## config.mk

```make
export PLATFORM = sky130hd
export DESIGN_NAME = display_mux_scheduler
export DESIGN_NICKNAME = d
export VERILOG_FILES = /design/src/rtl/display_mux_scheduler.sv
export SDC_FILE = /design/constraint.sdc
export NUM_CORES = 1
export LEC_CHECK = 0
export CAP_MARGIN = 20
export CORE_MARGIN = 5
export CORE_UTILIZATION = 51
export DETAILED_ROUTE_END_ITERATION = 6
export MAX_ROUTING_LAYER = met4
export PLACE_DENSITY = 0.74
export SYNTH_ARGS = -nofsm -noshare
export SYNTH_HDL_FRONTEND = slang
export SYNTH_SLANG_ARGS = --single-unit
```

## constraint.sdc

```tcl
create_clock -name clk -period 1.9 [get_ports clk]
set_input_delay 0.475 -clock clk [delete_from_list [all_inputs] [get_ports clk]]
set_output_delay 0.475 -clock clk [all_outputs]
set_load 0.05 [all_outputs]
```

## src/rtl/display_mux_scheduler.sv

```systemverilog
// rtl/display_mux_scheduler.sv - dual seven-segment digit scan scheduler with anti-ghosting blanking
//
// Purpose:
//   Alternates the 2:1 hex-digit mux and the two active-low digit enables
//   between digit 1 and digit 2. A blanking interval with both digits dark
//   separates every show interval, and the mux select only moves on entry to
//   a blanking state, so the mux has settled before the next digit lights.
//
// Ports:
//   clk         system clock, all logic on the rising edge
//   reset       synchronous active-low reset
//   en          scan enable; low forces and holds blanking (BLANK2)
//   sel         mux select: 1 routes s1 to the decoder, 0 routes s2
//   an_n[1:0]   active-low digit enables: [0] digit 1, [1] digit 2
//   frame_tick  one-cycle pulse on the first cycle of each digit-1 show interval

module display_mux_scheduler #(
    parameter int SHOW_CYCLES  = 24000,
    parameter int BLANK_CYCLES = 480
) (
    input  logic       clk,
    input  logic       reset,
    input  logic       en,
    output logic       sel,
    output logic [1:0] an_n,
    output logic       frame_tick
);

    localparam int MAX_CYCLES = (SHOW_CYCLES > BLANK_CYCLES) ? SHOW_CYCLES : BLANK_CYCLES;
    localparam int CW         = (MAX_CYCLES > 1) ? $clog2(MAX_CYCLES) : 1;

    localparam logic [CW-1:0] SHOW_LAST  = CW'(SHOW_CYCLES - 1);
    localparam logic [CW-1:0] BLANK_LAST = CW'(BLANK_CYCLES - 1);

    typedef enum logic [1:0] {
        SHOW1  = 2'd0,
        BLANK1 = 2'd1,
        SHOW2  = 2'd2,
        BLANK2 = 2'd3
    } state_t;

    state_t          r_state;
    logic [CW-1:0]   r_cnt;
    logic            r_sel;
    logic [1:0]      r_an_n;
    logic            r_frame_tick;

    state_t          w_state_nxt;
    logic [CW-1:0]   w_cnt_nxt;
    logic [CW-1:0]   w_last;
    logic            w_sel_nxt;
    logic [1:0]      w_an_n_nxt;
    logic            w_frame_tick_nxt;

    // Terminal count for the dwell in the current state.
    always_comb begin
        w_last = BLANK_LAST;
        if (r_state == SHOW1 || r_state == SHOW2) begin
            w_last = SHOW_LAST;
        end
    end

    // Next state and dwell counter. Disabling the scan parks the FSM in BLANK2
    // so that resuming always begins with a full blank before digit 1.
    always_comb begin
        w_state_nxt = r_state;
        w_cnt_nxt   = r_cnt + CW'(1);
        if (!en) begin
            w_state_nxt = BLANK2;
            w_cnt_nxt   = '0;
        end else if (r_cnt == w_last) begin
            w_cnt_nxt = '0;
            case (r_state)
                SHOW1:   w_state_nxt = BLANK1;
                BLANK1:  w_state_nxt = SHOW2;
                SHOW2:   w_state_nxt = BLANK2;
                default: w_state_nxt = SHOW1;
            endcase
        end
    end

    // Outputs are decoded from the next state and registered, so they are
    // Moore outputs of the state held in r_state with no path from en.
    // BLANK1 already selects s2 and BLANK2 already selects s1: the select is
    // switched while both digits are dark.
    always_comb begin
        w_sel_nxt  = 1'b1;
        w_an_n_nxt = 2'b11;
        case (w_state_nxt)
            SHOW1: begin
                w_sel_nxt  = 1'b1;
                w_an_n_nxt = 2'b10;
            end
            BLANK1: begin
                w_sel_nxt  = 1'b0;
                w_an_n_nxt = 2'b11;
            end
            SHOW2: begin
                w_sel_nxt  = 1'b0;
                w_an_n_nxt = 2'b01;
            end
            default: begin
                w_sel_nxt  = 1'b1;
                w_an_n_nxt = 2'b11;
            end
        endcase
        // SHOW1 is never followed directly by SHOW1, so entry is detected by
        // the current state differing from SHOW1.
        w_frame_tick_nxt = (w_state_nxt == SHOW1) && (r_state != SHOW1);
    end

    always_ff @(posedge clk) begin
        if (!reset) begin
            r_state      <= BLANK2;
            r_cnt        <= '0;
            r_sel        <= 1'b1;
            r_an_n       <= 2'b11;
            r_frame_tick <= 1'b0;
        end else begin
            r_state      <= w_state_nxt;
            r_cnt        <= w_cnt_nxt;
            r_sel        <= w_sel_nxt;
            r_an_n       <= w_an_n_nxt;
            r_frame_tick <= w_frame_tick_nxt;
        end
    end

    assign sel        = r_sel;
    assign an_n       = r_an_n;
    assign frame_tick = r_frame_tick;

endmodule
```

==> flow_summary.toml <==
[detailed_routing]
routed_via_density = 5.39
drt_first_pass_iters = 4
wl_per_cell_um = 13.3
antenna_left = 0
num_vias = 852
drt_wl_total_um = 2100
drc = 0
drt_iter0_markers = 11

[die]
start_util_pct = 53.4
dieArea_um2 = 3060
rows = 16
io_pins = 7
die_w_um = 55.3
core_um2 = 1960
dieHeight_um = 55.3

[cts]
clock-sinks = 21
clkTransAtPathRegs_ns = 0.12
cts_tree = "built"
cts_made_buffers = 3
clock_path_buffers = 2
insertion_delay_ns = 0.30
htree_num_levels = 1
root_buffer = "clkbuf_4"

[critical_path]
cp_slowest_cell = "dfxtp_1"
worstPathArrival_ns = 2.09
critPathTopFamily = "compound AO/OA/AOI/OAI gates"
worstPathMaxFanout = 5
cp_num_buf_inv = 2
cp.required_ns = 2.15
r2r_cells = 8
cp-start-kind = "flop"
crit_top_cell = "buf_4"
max_stage_delay_ns = 0.40
worst-setup-path-type = "flop to flop"
crit_path_end_kind = "flop"
worst-path-stages = 8
cp_cell_sequence = "buf_4 > and2_1 > nand3_2 > a21o_1 > a211oi_2 > buf_4 > ha_1 > nand2_1"

[timing]
fin_crit_ns = 1.84
final-setup-viol-count = 0
finalWorstSetupSlack_ns = 0.0591
rsz0062_at_grt = "yes"
slew_viol_final = 0
finalHoldViolCount = 0
worstMarginPinSlew_ns = 0.335
tns_ns = 0
fmaxAchievable_mhz = 543
fin_crit_sh_pct = 96.9
skew_ns = 0.00344
slew_headroom_pct = 77.5

[power]
netSwitchingFraction_pct = 22.2
ir_drop_uv = 458
p_leak_nw = 0.474
p_int_uw = 529
p_clk_share_pct = 31.7
switching_power_uw = 151
power.density_nw_per_um2 = 512
combPwrFrac_pct = 3.1
power_frac_seq_pct = 65.2

[yosys]
synth.avg_cell_area_um2 = 9.36
ys.warnings.count = 0
syn_nets = 121
synthCells = 112
synth_cell_types = 26
ys_ff_latch = 21
synth_top_cell_area_share_pct = 40.1
synth_area_um2 = 1050
ys_seq_area_share_pct = 40.1
synth_top_area_cell = "dfxtp_1"
ys_top_cells_by_area = "dfxtp_1 (40%), nor3_1 (7.6%), ha_1 (7.2%), xor2_1 (5.8%), xnor2_1 (5.0%)"

[job]
drv_cap = 0

[cells_and_area]
design_area_um2 = 1330
antennaDiodeCount = 0
fillers = 176
syn_to_final_growth_pct = 26.6
nNetsFinal = 141
drive_above_1_share_pct = 28.2

[grt]
grt_overflow = 0
grt_max_degree = 18
grtUsageTotal_pct = 13.1
first_global_vias = 812
grt_first_pass_wirelength_um = 3290
antenna_found_initial = 0

[outcome]
outcome = "finished, final reports clean"

[place]
pre_cts_slack_ns = -0.0267
place_congestion = 0.856
post-dp-hpwl_um = 1470
io_buffers = 6
dpl_cell_area_um2 = 1220

[hold_path]
hold_depth = 1
min_path_type = "flop to flop"
metrics by stage:
step	total power [mW]	utilization, %	hold slack, ns	instances
after global routing	0.707	67.7	0.502	158
final	0.680	67.7	0.476	158
after detailed placement	0.476	62.4	0.459	153
after CTS	0.689	64.7	0.478	157
after floorplan	0.464	-	0.440	112
after global placement	0.475	62.4	0.454	153
layout make-up:
| cell class | count | area, um2 | area share [%] |
|---|---|---|---|
| clock buffers | 3 | 22.5 | 1.70 |
| flip-flops and latches | 21 | 429 | 32.3 |
| repair buffers | 21 | 166 | 12.5 |
| well taps | 27 | 33.8 | 2.54 |
| multi-input cells | 82 | 659 | 49.7 |
| clock inverters | 1 | 5.00 | 0.377 |
| inverters | 3 | 11.3 | 0.848 |
layer usage:
metal / track usage [%] / wire (um) / share of wire [%] / up-vias
met4: 4.17 / 0 / 0 / 0
li1: - / - / - / 437
met1: 15.1 / 945 / 45 / 412
met3: 2.10 / 35 / 1.7 / 0
met2: 23.0 / 1120 / 53 / 3
met5: - / 0 / 0 / -
power groups by stage:
stage / clock network (mW) / logic [mW] / registers [mW]
global route: 0.239 / 0.0247 / 0.444
global placement: 0 / 0.0199 / 0.455
floorplan: 0 / 0.00956 / 0.455
CTS: 0.223 / 0.0211 / 0.445
finish: 0.215 / 0.0214 / 0.443
detailed placement: 0 / 0.0209 / 0.455
cell usage after synthesis, drive strengths merged:
master  count
ha          6
nand4       6
a21o        1
nand2       9
dfxtp      21
nand3       6
mux2i       2
a211o       1
clkbuf      2
and4        3
and2        1
nor3b       2
a21oi       1
mux2        1
nand4b      1
inv         3
xor2        7
buf         4
nor4bb      1
nor2        7
nor3       16
nor4        3
xnor2       6
a211oi      2
worst paths after layout:
path,from,endpoint,slack [ns]
worst min-delay path,r_cnt[0],r_cnt[0],0.48
worst max register to register,r_cnt[10],sel,0.06
worst min register to register,r_cnt[0],r_cnt[0],0.48
worst max-delay path,r_cnt[10],sel,0.06
cell families after synthesis:
family | Yosys count | share of synthesized area (%)
AOI/OAI and AO/OA | 5 | 4.54
muxes | 3 | 3.34
xor gates and xnor gates | 13 | 10.9
buffers and inverters | 9 | 4.89
and+or+nand+nor | 55 | 29.1
adders and majority gates | 6 | 7.16
DFF | 21 | 40.1
sequential cells by signal, indices dropped and copies added, names as in the netlist:
register,flops
r_cnt,15
frame_tick,1
r_state,2
an_n,2
sel,1
layout by cell type (no fill, tap or decap), drive strengths merged:
master and instances:
nand2 9, clkdlybuf4s50 2, nor2 7, nand3 6
buf 19, and4 3, inv 3, clkinv 1
dfxtp 21, a21oi 1, mux2 1, nand4b 1
and2 1, nor3b 2, nor4bb 1, a211o 1
a21o 1, xnor2 6, nor3 16, clkbuf 3
xor2 7, ha 6, mux2i 2, a211oi 2
nor4 3, nand4 6
repair_timing:
item,CTS,global route
buffers inserted,0,1
gates resized for setup,3,10
cloned,0,0
pin swaps,1,5
endpoints found under the setup margin,2,4
hold buffers,0,0
No activity file was read; power rests on OpenSTA's default activity.
